`src/rtl/square_gen_multi.sv`:
```
// Multi-channel BCD-programmed rectangular-wave generator. One shared sequential
// engine turns a BCD frequency into a period/high-time pair; each channel applies it at a period boundary.
module square_gen_multi #(
  parameter int CHANNELS   = 4,
  parameter int FOSC_HZ    = 50000000,
  parameter int BCD_DIGITS = 6,
  parameter int CNT_W      = 32,
  localparam int CW = (CHANNELS > 1) ? $clog2(CHANNELS) : 1
) (
  input  logic                    clk,
  input  logic                    rst,
  input  logic                    cfg_valid,
  output logic                    cfg_ready,
  input  logic [CW-1:0]           cfg_chan,
  input  logic [4*BCD_DIGITS-1:0] cfg_freq_bcd,
  input  logic [7:0]              cfg_duty,
  output logic                    cfg_done,
  output logic                    cfg_err,
  input  logic [CHANNELS-1:0]     chan_en,
  output logic [CHANNELS-1:0]     wave,
  output logic [CHANNELS-1:0]     sync
);

  localparam int FW = 4 * BCD_DIGITS;
  localparam int SW = $clog2((CNT_W > BCD_DIGITS ? CNT_W : BCD_DIGITS) + 1);
  localparam int PW = CNT_W + 8;

  typedef enum logic [2:0] {S_IDLE, S_BCD, S_CHECK, S_DIV, S_SCALE, S_DONE} state_t;

  state_t          state_q, state_d;
  logic [SW-1:0]   step_q, step_d;
  logic [FW-1:0]   bcd_q, bcd_d;
  logic [FW-1:0]   f_q, f_d;
  logic            bad_q, bad_d;
  logic            err_q, err_d;
  logic [FW-1:0]   rem_q, rem_d;
  logic [CNT_W-1:0] num_q, num_d;
  logic [CNT_W-1:0] h_q, h_d;
  logic [CW-1:0]   chan_q, chan_d;
  logic [7:0]      duty_q, duty_d;

  logic [3:0]      digit;
  logic [FW:0]     rem_sh;
  logic            sub;
  logic            eng_commit;

  // Handshake: a request is taken on the cycle cfg_valid && cfg_ready; cfg_ready is
  // low from the next cycle until the cfg_done pulse, and cfg_valid is ignored meanwhile.
  assign cfg_ready  = (state_q == S_IDLE);
  assign cfg_done   = (state_q == S_DONE);
  assign cfg_err    = (state_q == S_DONE) && err_q;
  assign eng_commit = (state_q == S_DONE) && !err_q;

  always_comb begin
    state_d = state_q;
    step_d  = step_q;
    bcd_d   = bcd_q;
    f_d     = f_q;
    bad_d   = bad_q;
    err_d   = err_q;
    rem_d   = rem_q;
    num_d   = num_q;
    h_d     = h_q;
    chan_d  = chan_q;
    duty_d  = duty_q;
    digit   = bcd_q[FW-1 -: 4];
    rem_sh  = {rem_q, num_q[CNT_W-1]};
    sub     = (rem_sh >= {1'b0, f_q});
    case (state_q)
      S_IDLE: begin
        if (cfg_valid) begin
          chan_d  = cfg_chan;
          duty_d  = cfg_duty;
          bcd_d   = cfg_freq_bcd;
          f_d     = '0;
          bad_d   = 1'b0;
          err_d   = 1'b0;
          step_d  = '0;
          state_d = S_BCD;
        end
      end
      S_BCD: begin
        if (digit > 4'd9) bad_d = 1'b1;
        f_d    = (f_q << 3) + (f_q << 1) + FW'(digit);
        bcd_d  = bcd_q << 4;
        step_d = step_q + SW'(1);
        if (step_q == SW'(BCD_DIGITS - 1)) state_d = S_CHECK;
      end
      S_CHECK: begin
        step_d = '0;
        rem_d  = '0;
        num_d  = CNT_W'(FOSC_HZ);
        // F above half the clock would give a period shorter than 2 cycles.
        if (bad_q || (f_q == '0) || (64'(f_q) > 64'(FOSC_HZ / 2)) ||
            (32'(chan_q) >= 32'(CHANNELS))) begin
          err_d   = 1'b1;
          state_d = S_DONE;
        end else begin
          state_d = S_DIV;
        end
      end
      S_DIV: begin
        // Restoring division; num_q holds the dividend and collects the quotient.
        num_d  = {num_q[CNT_W-2:0], sub};
        rem_d  = sub ? FW'(rem_sh - {1'b0, f_q}) : rem_sh[FW-1:0];
        step_d = step_q + SW'(1);
        if (step_q == SW'(CNT_W - 1)) state_d = S_SCALE;
      end
      S_SCALE: begin
        h_d     = CNT_W'((PW'(num_q) * PW'(duty_q)) >> 8);
        state_d = S_DONE;
      end
      S_DONE:  state_d = S_IDLE;
      default: state_d = S_IDLE;
    endcase
  end

  always_ff @(posedge clk) begin
    if (rst) begin
      state_q <= S_IDLE;
      step_q  <= '0;
      bcd_q   <= '0;
      f_q     <= '0;
      bad_q   <= 1'b0;
      err_q   <= 1'b0;
      rem_q   <= '0;
      num_q   <= '0;
      h_q     <= '0;
      chan_q  <= '0;
      duty_q  <= '0;
    end else begin
      state_q <= state_d;
      step_q  <= step_d;
      bcd_q   <= bcd_d;
      f_q     <= f_d;
      bad_q   <= bad_d;
      err_q   <= err_d;
      rem_q   <= rem_d;
      num_q   <= num_d;
      h_q     <= h_d;
      chan_q  <= chan_d;
      duty_q  <= duty_d;
    end
  end

  for (genvar c = 0; c < CHANNELS; c++) begin : g_chan
    logic [CNT_W-1:0] p_act_q, p_act_d, h_act_q, h_act_d;
    logic [CNT_W-1:0] p_sh_q, p_sh_d, h_sh_q, h_sh_d;
    logic [CNT_W-1:0] cnt_q, cnt_d;
    logic             pend_q, pend_d, run_q, run_d;
    logic             wave_q, wave_d, sync_q, sync_d;
    logic             commit, run, wrap, xfer;

    always_comb begin
      commit  = eng_commit && (chan_q == CW'(c));
      run     = chan_en[c] && (p_act_q >= CNT_W'(2));
      wrap    = run && run_q && (cnt_q == p_act_q - CNT_W'(1));
      // Shadow moves to active only at a period boundary or while the channel is idle.
      xfer    = pend_q && (wrap || !chan_en[c] || (p_act_q == '0));
      p_act_d = xfer ? p_sh_q : p_act_q;
      h_act_d = xfer ? h_sh_q : h_act_q;
      p_sh_d  = commit ? num_q : p_sh_q;
      h_sh_d  = commit ? h_q : h_sh_q;
      pend_d  = commit || (pend_q && !xfer);
      run_d   = run;
      cnt_d   = '0;
      wave_d  = 1'b0;
      sync_d  = 1'b0;
      if (run) begin
        if (!run_q || wrap) begin
          cnt_d  = '0;
          sync_d = 1'b1;
        end else begin
          cnt_d = cnt_q + CNT_W'(1);
        end
        wave_d = (cnt_d < h_act_d);
      end
    end

    always_ff @(posedge clk) begin
      if (rst) begin
        p_act_q <= '0;
        h_act_q <= '0;
        p_sh_q  <= '0;
        h_sh_q  <= '0;
        cnt_q   <= '0;
        pend_q  <= 1'b0;
        run_q   <= 1'b0;
        wave_q  <= 1'b0;
        sync_q  <= 1'b0;
      end else begin
        p_act_q <= p_act_d;
        h_act_q <= h_act_d;
        p_sh_q  <= p_sh_d;
        h_sh_q  <= h_sh_d;
        cnt_q   <= cnt_d;
        pend_q  <= pend_d;
        run_q   <= run_d;
        wave_q  <= wave_d;
        sync_q  <= sync_d;
      end
    end

    assign wave[c] = wave_q;
    assign sync[c] = sync_q;
  end

endmodule
```
`config.mk`:
```
export PLATFORM = sky130hd
export DESIGN_NAME = square_gen_multi
export DESIGN_NICKNAME = d
export VERILOG_FILES = /design/src/rtl/square_gen_multi.sv
export SDC_FILE = /design/constraint.sdc
export NUM_CORES = 2
export LEC_CHECK = 0
export ABC_CLOCK_PERIOD_IN_PS = 8850
export BUFFER_PORTS_ARGS = -buffer_cell sky130_fd_sc_hd__buf_2
export CAP_MARGIN = 5
export CORE_AREA = 4 4 290 264
export DETAILED_ROUTE_END_ITERATION = 7
export DIE_AREA = 0 0 294 268
export MAX_ROUTING_LAYER = met4
export PLACE_DENSITY = 0.86
export SYNTH_ARGS = -nofsm -noshare
export SYNTH_HDL_FRONTEND = slang
export SYNTH_SLANG_ARGS = --single-unit
```
`constraint.sdc`:
```
create_clock -name clk -period 8.85 [get_ports clk]
set_input_delay 0.885 -clock clk [delete_from_list [all_inputs] [get_ports clk]]
set_output_delay 0.885 -clock clk [all_outputs]
set_load 0.01 [all_outputs]
```
==> results.txt <==
Async SR Flop Fraction: 0%
Post-Synth Adder-Cell Area: 14.55%
final net count: 6053
Root Driver: clkbuf_16
DRC viols: 0
DRT iter0 DRCs: 4542
CP arrival: 7.10 ns
routed vias/inst: 6.182
DR top layer: met4
most frequent cells in the layout: 959 x nand2_1, 813 x dfxtp_1, 661 x nor2_1
fin worst setup slack: 2.294 ns
GRT overflow: 0
Syn-to-layout area delta: 7.104%
Critical-path top delay cell: dfxtp_1
die height: 268 um
Crit path largest cell delay: 1.05 ns
first-pass GRT wire length: 210900 um
Crit path required time: 9.40 ns
Setup CP Type: flip-flop to flip-flop
Power per Cell Area: 153.6 nW/um2
# IOs: 52
Total Power: 7.807 mW
Yosys reg bits: 813
CP startpoint: num_q[0]
most frequent CP cell: fa_1
commonest non-fill, non-tap cell in the layout: nand2_1
setup TNS: 0 ns
DP Cell Count: 6456
fraction of layout cells with a size suffix above 1: 5.680%
Synth Area per Inst: 8.293 um2
DRT Wirelength: 132900 um
chip width: 294 um
Worst Setup EP: h_q[29]
compound-gate portion of the synthesized area: 11.49%
worst-path fanout max: 13
largest net degree at the start of global routing: 162
number of port buffers: 51
Worst Skew: 0.02801 ns
RSZ-0062 raised after global routing: false
# rows: 95
CTS Hold Bufs: 0
worst r2r src: num_q[0]
Slew @ Worst Pin: 1.307 ns
starting density of the core: 64.31%
vias in the first global route: 39060
post-synthesis instance total: 5724
Post-Layout Inst Area: 50840 um2
multi-input logic area: 28860 um2
Most used DFF post-synth: dfxtp_1
Clk Latency, worst-skew pair: 0.65 ns
crit path launch type: flip-flop
crit-path cells: nand2_1, fa_1, fa_1, inv_1, fa_1, fa_1, ha_1, a2111oi_0, o21ai_0, a311o_1, and4_1, o211ai_1, a31oi_1, a41oi_1, a21o_1, mux2i_1, o2bb2ai_1
Finished Layout Cells: 6613
R2R cell count: 17
register clock-pin slew on the reported worst setup and hold paths: 0.06 ns
GRT Overall Usage: 34.17%
peak supply drop: 0.1663 mV
CTS H-tree lvls: 3
initial antenna violation count: 4
R2R Setup Slk: 2.29 ns
main combinational cell family by area after synthesis: simple AND/OR/NAND/NOR gates
mapped cell area: 47470 um2
Final Hold Fails: 0
post-synthesis cell type count: 85
Peak Freq: 0.1525 GHz
Post-Place Worst Slack: 2.453 ns
CTS buffer count: 81
Via Count: 40880
Die Footprint: 78790 um2
outcome: completed
Hold Slack: 0.4516 ns
dpl cell area: 48000 um2
Static Leak: 21.85 nW
mux contribution to synthesized area: 5.917%
clk sinks: 813
routed len/inst: 20.10 um
YS warnings: 0
Synth Area in Simple Gates: 22.35%
Core Box Area: 73810 um2
Max transition margin: 12.75%
cts repair resizes: 0
Crit Reg-Reg Endpoint: h_q[29]
Core Util, Final: 68.88%
WP depth: 17
routed metal-1 wire length: 54510 um
Fillers: 5569
register area: 16280 um2
EDFF count, synth: 0
Post-CTS Setup Inserts: 0
Hold WC Path Type: flip-flop to flip-flop
max-slew violation count: 0
RePlAce Congestion: 0.9670
Top delay family on crit path: adder cells
Setup crit end kind: flip-flop
Post-DRT Antenna Nets: 0
Detailed Place HPWL: 91390 um
Post-Syn Nets: 6208
period utilization: 74.08%
Synth Area in XOR/XNOR: 6.273%
CTS tree: built
Seq/Total Area, Yosys: 34.29%
first drt pass iteration count: 7
setup violators final: 0
DR WL met3: 15060 um
post-layout minimum cycle time: 6.556 ns
max_cap viols: 0
Max clock buf depth: 3
Crit path buffers/inverters: 1
Met2 Routed Length: 57580 um
[synthesized netlist by cell type, types with 9 or more instances]
| cell type | number | area (um2) |
|---|---|---|
| fa_1 | 182 | 3643 |
| a311oi_1 | 25 | 219.0 |
| nor2_1 | 662 | 2485 |
| nand3_1 | 146 | 730.7 |
| a31oi_1 | 23 | 143.9 |
| mux2i_2 | 28 | 385.4 |
| ha_1 | 261 | 3266 |
| o2111ai_1 | 9 | 78.83 |
| xnor2_1 | 190 | 1664 |
| a21o_1 | 80 | 600.6 |
| o21bai_1 | 9 | 67.56 |
| a21oi_1 | 463 | 2317 |
| nor3_1 | 135 | 675.7 |
| or2_2 | 15 | 93.84 |
| inv_1 | 257 | 964.7 |
| nand2_1 | 962 | 3611 |
| xor2_1 | 150 | 1314 |
| nand2b_1 | 25 | 156.4 |
| nor3b_1 | 9 | 67.56 |
| o211ai_1 | 18 | 135.1 |
| mux2i_1 | 241 | 2412 |
| or3_1 | 34 | 212.7 |
| a22o_1 | 9 | 78.83 |
| buf_4 | 13 | 97.59 |
| o21ai_0 | 113 | 565.5 |
| a211oi_1 | 17 | 127.6 |
| nor2b_1 | 19 | 118.9 |
| nand4_1 | 73 | 456.7 |
| o31ai_1 | 16 | 120.1 |
| o21a_1 | 13 | 97.59 |
| nor4_1 | 52 | 325.3 |
| and2_1 | 112 | 700.7 |
| or4_1 | 22 | 165.2 |
| buf_6 | 13 | 146.4 |
| and4_1 | 13 | 113.9 |
| clkbuf_1 | 275 | 1032 |
| a211o_1 | 15 | 131.4 |
| dfxtp_1 | 813 | 16280 |
| nor4b_1 | 11 | 96.34 |
| buf_2 | 25 | 125.1 |
| buf_1 | 18 | 67.56 |
| and3_1 | 39 | 244.0 |
[worst min path at each step]
stage | start | to | slack [ns] | cells after the start
2_1_floorplan | rem_q[23] | rem_q[23] | 0.43 | 2
3_3_place_gp | bad_q | bad_q | 0.44 | 2
3_5_place_dp | g_chan[1].p_sh_q[9] | g_chan[1].p_sh_q[9] | 0.45 | 2
4_1_cts | g_chan[3].p_sh_q[7] | g_chan[3].p_sh_q[7] | 0.45 | 2
5_1_grt | cfg_freq_bcd[1] | bcd_q[1] | 0.47 | 3
6_report | g_chan[0].p_sh_q[21] | g_chan[0].p_sh_q[21] | 0.45 | 2
[layer usage]
metal  global-route usage [%]  vias up
li1                         -    18990
met1                    45.53    19430
met2                    51.27     2046
met3                    7.462      418
met4                    13.05        0
met5                        -        -
[tightest hold or removal path, delay by kind of cell, from the launching register on]
family / cells / cell delay, ns
and+or+nand+nor: 1 / 0.05
AOI/OAI and AO/OA: 1 / 0.05
DFF: 1 / 0.31
[state kept, by name, indices dropped and copies added, names as in the netlist]
signal / cells
rem_q: 24
num_q: 32
g_chan.h_act_q: 128
g_chan.pend_q: 4
duty_q: 8
g_chan.run_q: 4
g_chan.p_act_q: 128
err_q: 1
h_q: 32
g_chan.p_sh_q: 128
g_chan.cnt_q: 128
bcd_q: 24
state_q: 3
step_q: 6
bad_q: 1
g_chan.sync_q: 4
g_chan.wave_q: 4
g_chan.h_sh_q: 128
chan_q: 2
f_q: 24
[power by group]
part,total [mW],internal (mW),switching (mW)
registers,3.74,3.69,0.0548
logic,0.444,0.136,0.308
clock network,3.62,2.11,1.51
total,7.81,5.93,1.88
[cell type report]
cell class / count / share of cell area [%]
clock buffer: 119 / 4.641
antenna: 9 / 0.04430
timing repair buffer: 106 / 1.358
multi-input combinational: 4310 / 56.76
sequential: 813 / 32.01
inverter: 257 / 1.897
clock inverter: 29 / 0.8958
tap: 970 / 2.387
[kinds of logic after synthesis]
kind of cell / count (synthesis)
simple gates: 2362
compound gates: 895
flops: 813
buf+inv: 601
fa+ha+maj: 443
xor+xnor: 340
mux: 270
(Power assumes the default switching activity.)
